<file path="config.mk">
export PLATFORM = sky130hd
export DESIGN_NAME = sequenciador_medidas
export DESIGN_NICKNAME = d
export VERILOG_FILES = /design/src/rtl/sequenciador_medidas.sv
export SDC_FILE = /design/constraint.sdc
export NUM_CORES = 1
export LEC_CHECK = 0
export ABC_AREA = 1
export CORE_MARGIN = 2
export CORE_UTILIZATION = 65
export DETAILED_ROUTE_END_ITERATION = 7
export HOLD_SLACK_MARGIN = 0.1
export PLACE_DENSITY = 0.86
export SYNTH_ARGS = -nofsm -noshare
export SYNTH_HDL_FRONTEND = slang
export SYNTH_SLANG_ARGS = --single-unit
export TNS_END_PERCENT = 30
</file>
<file path="constraint.sdc">
create_clock -name clock -period 9.35 [get_ports clock]
set_input_delay 1.4025 -clock clock [delete_from_list [all_inputs] [get_ports clock]]
set_output_delay 1.4025 -clock clock [all_outputs]
set_load 0.005 [all_outputs]
</file>
<file path="src/rtl/sequenciador_medidas.sv">
// Periodic distance-measurement sequencer.
// Requests a sample from the sensor interface, waits for it with a timeout,
// converts the 3-digit BCD reading to binary and accumulates it. Every 4 valid
// samples it publishes their truncated average and a proximity alert.
// A timeout or a malformed BCD reading discards the whole 4-sample window and
// raises the sticky falha flag, which stays set until the next good average.
//
// Handshake with the sensor interface: medir is a single-cycle request issued
// from PEDE; pronto is only honoured while waiting in ESPERA and is ignored in
// every other state, so late or spurious completions cannot corrupt the window.
module sequenciador_medidas #(
  parameter int INTERVALO = 3000000,
  parameter int TIMEOUT   = 2500000,
  parameter int LIMIAR    = 20
) (
  input  logic        clock,
  input  logic        reset,
  input  logic        ligar,
  input  logic [11:0] medida,
  input  logic        pronto,
  output logic        medir,
  output logic [9:0]  media,
  output logic        media_valida,
  output logic        alerta,
  output logic        falha,
  output logic [3:0]  db_estado
);

  typedef enum logic [3:0] {
    EST_OCIOSO    = 4'd0,
    EST_PEDE      = 4'd1,
    EST_ESPERA    = 4'd2,
    EST_ACUMULA   = 4'd3,
    EST_CALCULA   = 4'd4,
    EST_INTERVALO = 4'd5,
    EST_FALHA     = 4'd6
  } estado_t;

  localparam int TMO_W = (TIMEOUT > 1) ? $clog2(TIMEOUT + 1) : 1;
  localparam int INT_W = (INTERVALO > 1) ? $clog2(INTERVALO + 1) : 1;
  localparam logic [TMO_W-1:0] TMO_FIM = TMO_W'(TIMEOUT - 1);
  localparam logic [INT_W-1:0] INT_FIM = INT_W'(INTERVALO - 1);
  localparam logic [9:0]       LIMIAR_B = 10'(LIMIAR);

  estado_t           estado, estado_prox;
  logic [TMO_W-1:0]  tmo_cnt;
  logic [INT_W-1:0]  int_cnt;
  logic [11:0]       captura;
  logic              captura_ok;
  logic [11:0]       soma;
  logic [1:0]        n_amostras;
  logic [11:0]       valor;
  logic              digitos_ok;
  logic [9:0]        media_nova;

  // Binary value of the captured BCD reading and digit-range check of the input.
  always_comb begin
    valor      = 12'(captura[11:8]) * 12'd100
               + 12'(captura[7:4])  * 12'd10
               + 12'(captura[3:0]);
    digitos_ok = (medida[11:8] <= 4'd9) && (medida[7:4] <= 4'd9) &&
                 (medida[3:0] <= 4'd9);
    media_nova = soma[11:2];
  end

  // State register.
  always_ff @(posedge clock) begin
    if (reset) estado <= EST_OCIOSO;
    else       estado <= estado_prox;
  end

  // Next-state logic; medir is a Moore output of PEDE.
  always_comb begin
    estado_prox = estado;
    medir       = 1'b0;
    case (estado)
      EST_OCIOSO:    if (ligar) estado_prox = EST_PEDE;
      EST_PEDE: begin
        medir       = 1'b1;
        estado_prox = EST_ESPERA;
      end
      EST_ESPERA: begin
        // A completion arriving on the last timeout cycle still counts.
        if (pronto)                  estado_prox = EST_ACUMULA;
        else if (tmo_cnt == TMO_FIM) estado_prox = EST_FALHA;
      end
      EST_ACUMULA: begin
        if (!captura_ok)               estado_prox = EST_FALHA;
        else if (n_amostras == 2'd3)   estado_prox = EST_CALCULA;
        else                           estado_prox = EST_INTERVALO;
      end
      EST_CALCULA:   estado_prox = EST_INTERVALO;
      EST_INTERVALO: if (int_cnt == INT_FIM) estado_prox = ligar ? EST_PEDE : EST_OCIOSO;
      EST_FALHA:     estado_prox = EST_INTERVALO;
      default:       estado_prox = EST_OCIOSO;
    endcase
  end

  assign db_estado = estado;

  // Timeout counter: cleared when the request goes out, advances while waiting.
  always_ff @(posedge clock) begin
    if (reset || estado == EST_PEDE)
      tmo_cnt <= '0;
    else if (estado == EST_ESPERA && !pronto && tmo_cnt != TMO_FIM)
      tmo_cnt <= tmo_cnt + 1'b1;
  end

  // Interval counter: held at zero outside INTERVALO so every entry starts fresh.
  always_ff @(posedge clock) begin
    if (reset || estado != EST_INTERVALO)
      int_cnt <= '0;
    else if (int_cnt != INT_FIM)
      int_cnt <= int_cnt + 1'b1;
  end

  // Capture the reading on the cycle the sensor reports completion.
  always_ff @(posedge clock) begin
    if (reset) begin
      captura    <= '0;
      captura_ok <= 1'b0;
    end else if (estado == EST_ESPERA && pronto) begin
      captura    <= medida;
      captura_ok <= digitos_ok;
    end
  end

  // Window accumulator: add good samples, drop everything on failure/publish/idle.
  always_ff @(posedge clock) begin
    if (reset) begin
      soma       <= '0;
      n_amostras <= '0;
    end else if (estado == EST_ACUMULA && captura_ok) begin
      soma       <= soma + valor;
      n_amostras <= n_amostras + 1'b1;
    end else if (estado == EST_FALHA || estado == EST_CALCULA ||
                 (estado_prox == EST_OCIOSO && estado != EST_OCIOSO)) begin
      soma       <= '0;
      n_amostras <= '0;
    end
  end

  // Registered results: updated on the edge that leaves CALCULA, held otherwise.
  always_ff @(posedge clock) begin
    if (reset) begin
      media        <= '0;
      media_valida <= 1'b0;
      alerta       <= 1'b0;
      falha        <= 1'b0;
    end else begin
      media_valida <= (estado == EST_CALCULA);
      if (estado == EST_CALCULA) begin
        media  <= media_nova;
        alerta <= (media_nova < LIMIAR_B);
        falha  <= 1'b0;
      end else if (estado == EST_FALHA) begin
        falha  <= 1'b1;
      end
    end
  end

endmodule

</file>
==> flow_metrics.py, run 1 <==
metrics = {
    "cts": {
        "clkTransAtPathRegs_ns": 0.08,
        "post_cts_resize_count": 0,
        "cts_tree": "yes",
        "numClockSinks": 88,
        "holdBufCountCts": 0,
        "cts_buffers": 9,
        "cts_post_setup_buffers_inserted": 0,
        "insertion_delay_ns": 0.37,
        "cts-root-to-sink-buffers": 2,
        "cts_root_buf": "clkbuf_8",
        "cts-htree-levels": 3,
    },
    "logic_synthesis": {
        "ys_types": 44,
        "ys.warnings.count": 0,
        "synth_area_leader_cell": "dfxtp_1",
        "sequential_to_total_area_share_from_yosys_stat": 0.330,
        "async_reset_ff_frac": 0,
        "netlist_instances": 703,
        "post_synth_instance_area_mm2": 0.00534,
        "synthTopCellsByArea": "dfxtp_1 (33%), nand2_1 (9.1%), ha_1 (8.7%), a21oi_1 (6.1%), inv_1 (5.1%)",
        "synth_seq_cells": 88,
        "synthDominantCellAreaShare": 0.330,
        "postSynthNetCount": 768,
        "postSynthAreaPerCell_um2": 7.59,
        "synth-main-ff-cell": "dfxtp_1",
        "synth_enable_flop_cells": 0,
    },
    "floorplan": {
        "die_height_um": 94.6,
        "floorplan.initialDensity": 0.659,
        "ioPinCount": 34,
        "die_area_mm2": 0.00895,
        "core_area_mm2": 0.00809,
        "row_count": 33,
        "die-width_um": 94.6,
    },
    "global_route": {
        "vias_in_the_first_global_route": 4480,
        "grt_antenna_before_repair": 0,
        "gr-total-overflow": 0,
        "global_route_wire_length_before_repair_mm": 19.1,
        "grt_max_degree": 24,
        "global_route.usage.total": 0.267,
    },
    "worst_setup_path": {
        "worstPathRequired_ns": 9.65,
        "critical_path_peak_fanout": 6,
        "ff2ff_path_depth": 14,
        "critPathKind": "reg2reg",
        "crit_path_end_kind": "register",
        "start_kind": "register",
        "reg2reg_setup_slack_ns": 5.85,
        "critPathArrivalTime_ns": 3.80,
    },
    "pwr": {
        "power_frac_seq": 0.583,
        "power_density_mw_per_mm2": 110,
        "cellInternalPower_uw": 486,
        "power.share.combinational": 0.043,
        "share_clk_of_total_power": 0.374,
        "static-leakage-power_nw": 2.35,
        "power.share.switching": 0.248,
        "p_sw_uw": 161,
        "irDropWorstVdd_mv": 0.0590,
    },
    "timing": {
        "fin_setup_tns_ns": 0,
        "finalSetupViolCount": 0,
        "maxSlewViolCount": 0,
        "timing.clock.skew_ns": 0.0166,
        "tightest_slew_ns": 0.899,
        "grt_setup_unrepaired": "false",
        "period_share": 0.374,
        "max_freq_ghz": 0.286,
        "finalHoldViolations": 0,
        "final.min_clock_period_ns": 3.50,
        "slew_headroom": 0.398,
    },
    "route": {
        "drtAntennaViolNets": 0,
        "routed_wirelength_mm": 11.3,
        "total_number_of_vias": 4757,
        "first_pass_iters": 5,
        "post_drt_wl_per_cell_um": 13.4,
        "drc": 0,
        "via_per_inst": 5.65,
        "detailedRoute.firstIterationViolations": 261,
    },
    "min_path": {
        "holdPathStages": 2,
        "kind_of_path_behind_the_tightest_hold_check": "reg2reg",
    },
    "run": {
        "max_cap_violations": 0,
    },
    "place": {
        "routabilityCongestion": 0.972,
        "buffer_ports.inserted": 33,
        "dpl.hpwl_mm": 8.75,
        "placed_cell_area_mm2": 0.00572,
    },
    "cells_and_area": {
        "finish.instance_area_mm2": 0.00589,
        "final_cell_mix": "nand2_1 (130), dfxtp_1 (88), inv_1 (72), a21oi_1 (65), nand3_1 (52)",
        "number_of_fill_cells": 638,
        "seq_cell_area_mm2": 0.00176,
        "multi_input_area_mm2": 0.00317,
        "drive_above_1_share": 0.121,
        "num_antenna_cells": 0,
        "fin_nets": 797,
        "layout_commonest_cell": "nand2_1",
        "synthToLayoutAreaGrowth_pct": 10.3,
    },
    "outcome": {
        "run_status": "finished clean",
    },
}
kinds of logic after synthesis:
| family | count (synthesis) | synth area share |
|---|---|---|
| buffers and inverters | 99 | 0.0757 |
| AO/OA/AOI/OAI | 125 | 0.130 |
| adder cells (fa/ha/maj) | 49 | 0.132 |
| AND/OR/NAND/NOR | 323 | 0.302 |
| other | 1 | 0.000703 |
| XOR/XNOR | 18 | 0.0295 |
| flip-flops | 88 | 0.330 |
Yosys cell counts (all sizes together), types with 2 or more instances:
| cell type | instances |
|---|---|
| a21boi | 2 |
| a21o | 2 |
| a21oi | 77 |
| a31oi | 2 |
| buf | 8 |
| clkbuf | 8 |
| dfxtp | 88 |
| fa | 12 |
| ha | 37 |
| inv | 83 |
| nand2 | 140 |
| nand3 | 64 |
| nand4 | 17 |
| nor2 | 65 |
| nor3 | 18 |
| nor3b | 2 |
| nor4 | 3 |
| o21ai | 38 |
| or2 | 13 |
| xnor2 | 5 |
| xor2 | 13 |
power by group through the flow:
stage / Combinational [mW] / Sequential, mW / Clock, mW
global placement: 0.0265 / 0.386 / 0
detailed placement: 0.0274 / 0.386 / 0
finish: 0.0275 / 0.377 / 0.242
floorplan: 0.0169 / 0.386 / 0
global route: 0.0303 / 0.377 / 0.259
CTS: 0.0276 / 0.377 / 0.243
critical path, cell delays in order, from the launching register on:
cell     delay (ns)
dfxtp_1        0.38
ha_1           0.26
ha_1           0.23
fa_1           0.51
fa_1           0.42
ha_1           0.31
ha_1           0.37
a21oi_1        0.22
nand2_1        0.10
nand2_1        0.09
nand2_1        0.05
a21oi_1        0.14
or2_2          0.13
nand3_1        0.07
a21oi_2        0.16
stage by stage:
stage	total power, mW	utilization	cells	setup slack, ns	hold slack, ns
2_1_floorplan	0.402	-	703	6.13	0.444
3_3_place_gp	0.412	0.706	826	5.79	0.454
3_5_place_dp	0.413	0.706	826	5.71	0.463
4_1_cts	0.648	0.728	842	5.86	0.476
5_1_grt	0.667	0.728	842	5.59	0.501
6_report	0.646	0.728	842	5.85	0.475
layer usage:
metal	wire (um)	share of wire	track usage	vias to the layer above
li1	-	-	-	2388
met1	4840	0.43	0.327	2218
met2	5660	0.50	0.469	132
met3	589	0.052	0.0535	19
met4	191	0.017	0.0918	0
met5	0	0	0	-
worst paths after layout:
check | start | to
worst max-delay path | captura[7] | soma[8]
worst min-delay path | tmo_cnt[21] | tmo_cnt[21]
worst max register to register | captura[7] | soma[8]
worst min register to register | tmo_cnt[21] | tmo_cnt[21]
flip-flops by register name (all words and copies together), names as in the netlist:
| register | count |
|---|---|
| int_cnt | 22 |
| tmo_cnt | 22 |
| captura | 12 |
| soma | 12 |
| media | 10 |
| db_estado | 4 |
| n_amostras | 2 |
| alerta | 1 |
| captura_ok | 1 |
| falha | 1 |
| media_valida | 1 |
layout make-up:
cell class	instances	area share
repair buffers	34	0.0574
multi-input cells	516	0.538
clock buffers	11	0.0223
inverters	83	0.0533
well taps	105	0.0223
flip-flops and latches	88	0.299
clock inverters	5	0.00701
Power figures use the tool's default switching activity.
==> inputs of run 2 (changes only) <==
--- a/config.mk
+++ b/config.mk
@@ -7,10 +7,10 @@
 export LEC_CHECK = 0
 export ABC_AREA = 1
 export CORE_MARGIN = 2
-export CORE_UTILIZATION = 65
+export CORE_UTILIZATION = 60
 export DETAILED_ROUTE_END_ITERATION = 7
 export HOLD_SLACK_MARGIN = 0.1
-export PLACE_DENSITY = 0.86
+export PLACE_DENSITY = 0.81
 export SYNTH_ARGS = -nofsm -noshare
 export SYNTH_HDL_FRONTEND = slang
 export SYNTH_SLANG_ARGS = --single-unit
==> constraint.sdc (replaced) <==
create_clock -name clock -period 3.4 [get_ports clock]
set_input_delay 0.51 -clock clock [delete_from_list [all_inputs] [get_ports clock]]
set_output_delay 0.51 -clock clock [all_outputs]
set_load 0.005 [all_outputs]
==> flow_metrics.py, run 2 (synthesis results as in run 1) <==
metrics = {
    "route": {
        "post_drt_wl_per_cell_um": 14.5,
        "detailedRoute.firstIterationViolations": 166,
        "total_number_of_vias": 4799,
        "via_per_inst": 5.64,
        "routed_wirelength_mm": 12.4,
        "drc": 0,
        "drtAntennaViolNets": 0,
        "first_pass_iters": 4,
    },
    "floorplan": {
        "core_area_mm2": 0.00868,
        "die_area_mm2": 0.00966,
        "ioPinCount": 34,
        "row_count": 34,
        "floorplan.initialDensity": 0.615,
        "die-width_um": 98.3,
        "die_height_um": 98.3,
    },
    "cts": {
        "cts_buffers": 9,
        "insertion_delay_ns": 0.37,
        "clkTransAtPathRegs_ns": 0.10,
        "cts_tree": "yes",
        "numClockSinks": 88,
        "cts_post_setup_buffers_inserted": 0,
        "cts-htree-levels": 3,
        "cts_root_buf": "clkbuf_8",
        "cts-root-to-sink-buffers": 2,
    },
    "cells_and_area": {
        "layout.core_utilization": 0.709,
        "num_antenna_cells": 0,
        "layout_commonest_cell": "nand2_1",
        "synthToLayoutAreaGrowth_pct": 15.4,
        "final_cell_mix": "nand2_1 (130), dfxtp_1 (86), inv_1 (72), a21oi_1 (61)",
        "top_regs": "int_cnt (22), tmo_cnt (22)",
        "finish.instance_area_mm2": 0.00616,
        "fin_nets": 803,
        "drive_above_1_share": 0.164,
        "number_of_fill_cells": 717,
    },
    "worst_setup_path": {
        "timing.critical_path.slowest_cell_delay_ns": 0.53,
        "crit_path_end_kind": "register",
        "worstPathRequired_ns": 3.71,
        "path_cells": "ha_1 > ha_2 > fa_2 > fa_1 > ha_4 > ha_4 > a21oi_2 > nand2_1 > nand2_1 > nand2_1 > a21oi_1 > or2_2 > nand3_2 > a21oi_2",
        "r2r-start": "captura[5]",
        "cpMostUsedCell": "nand2_1",
        "critPathLaunch": "captura[5]",
        "critical-path-slowest-cell": "fa_2",
        "critical_path_peak_fanout": 6,
        "critPathKind": "reg2reg",
        "start_kind": "register",
        "critPathArrivalTime_ns": 3.63,
    },
    "global_route": {
        "grt_antenna_before_repair": 0,
        "grt_max_degree": 23,
        "global_route.usage.total": 0.259,
        "gr-total-overflow": 0,
        "global_route_wire_length_before_repair_mm": 20.6,
        "vias_in_the_first_global_route": 4579,
    },
    "place": {
        "buffer_ports.inserted": 33,
        "pre_cts_ws_ns": -0.0429,
        "routabilityCongestion": 0.906,
        "dpl.hpwl_mm": 9.18,
        "placed_cell_area_mm2": 0.00576,
    },
    "timing": {
        "timing.clock.skew_ns": 0.0138,
        "final.min_clock_period_ns": 3.31,
        "maxSlewViolCount": 0,
        "max_freq_ghz": 0.302,
        "grt_setup_unrepaired": "true",
        "fin_ws_ns": 0.0855,
        "finalHoldViolations": 0,
        "slew_headroom": 0.557,
        "tightest_slew_ns": 0.663,
        "period_share": 0.975,
        "finalSetupViolCount": 0,
    },
    "pwr": {
        "power_density_mw_per_mm2": 310,
        "static-leakage-power_nw": 2.38,
        "p_total_mw": 1.91,
        "irDropWorstVdd_mv": 0.190,
    },
    "outcome": {
        "run_status": "finished clean",
    },
    "run": {
        "max_cap_violations": 0,
    },
    "min_path": {
        "kind_of_path_behind_the_tightest_hold_check": "reg2reg",
        "hold_path_startpoint": "int_cnt[19]",
    },
}
run 2: changes by cell type in the layout (fill, tap and decap cells not counted), sizes merged:
cell      before  now
buf            1    7
clkinvlp       2    0
clkinv         2    4
clkbuf        11   10
bufinv         0    1
run 2: power breakdown:
part	switching (mW)	internal (mW)
clock	0.418	0.370
combinational	0.0469	0.0354
sequential	0.00411	1.03
total	0.469	1.44
run 2: worst paths after layout:
check	endpoint	slack, ns	cells after the start
worst max-delay path	soma[8]	0.09	14
worst min-delay path	int_cnt[19]	0.47	2
worst max register to register	soma[8]	0.09	14
worst min register to register	int_cnt[19]	0.47	2
run 2: layout make-up:
type | instances | area [um^2] | area share
multi-input cells | 516 | 3350 | 0.543
flip-flops and latches | 88 | 1760 | 0.287
repair buffers | 40 | 383 | 0.0622
inverters | 83 | 314 | 0.0510
clock buffers | 10 | 138 | 0.0224
well taps | 108 | 135 | 0.0219
clock inverters | 6 | 77.6 | 0.0126
run 2: critical path, delay by kind of cell (launching register included):
family	cells	cell delay, ns
flip-flops	1	0.32
adder cells (fa/ha/maj)	6	2.04
AND/OR/NAND/NOR	5	0.45
AO/OA/AOI/OAI	3	0.45
run 2: per-stage QoR:
step | hold WS, ns | TNS (ns) | std cells
floorplan | 0.444 | 0 | 703
global placement | 0.453 | 0 | 835
detailed placement | 0.461 | -0.0429 | 835
CTS | 0.475 | 0 | 851
global route | 0.501 | -0.142 | 851
finish | 0.474 | 0 | 851
run 2: timing repair:
action / 4_1_cts / 5_1_grt
pin swaps: 0 / 10
gates resized for setup: 3 / 25
endpoints found under the setup margin: 2 / 5
hold buffers: 0 / 0
run 2: layer usage:
layer,vias up,share of wire,GRT usage
met5,-,0,0
met4,0,0.021,0.0885
met3,24,0.053,0.0458
met2,127,0.49,0.436
met1,2243,0.43,0.336
li1,2405,-,-
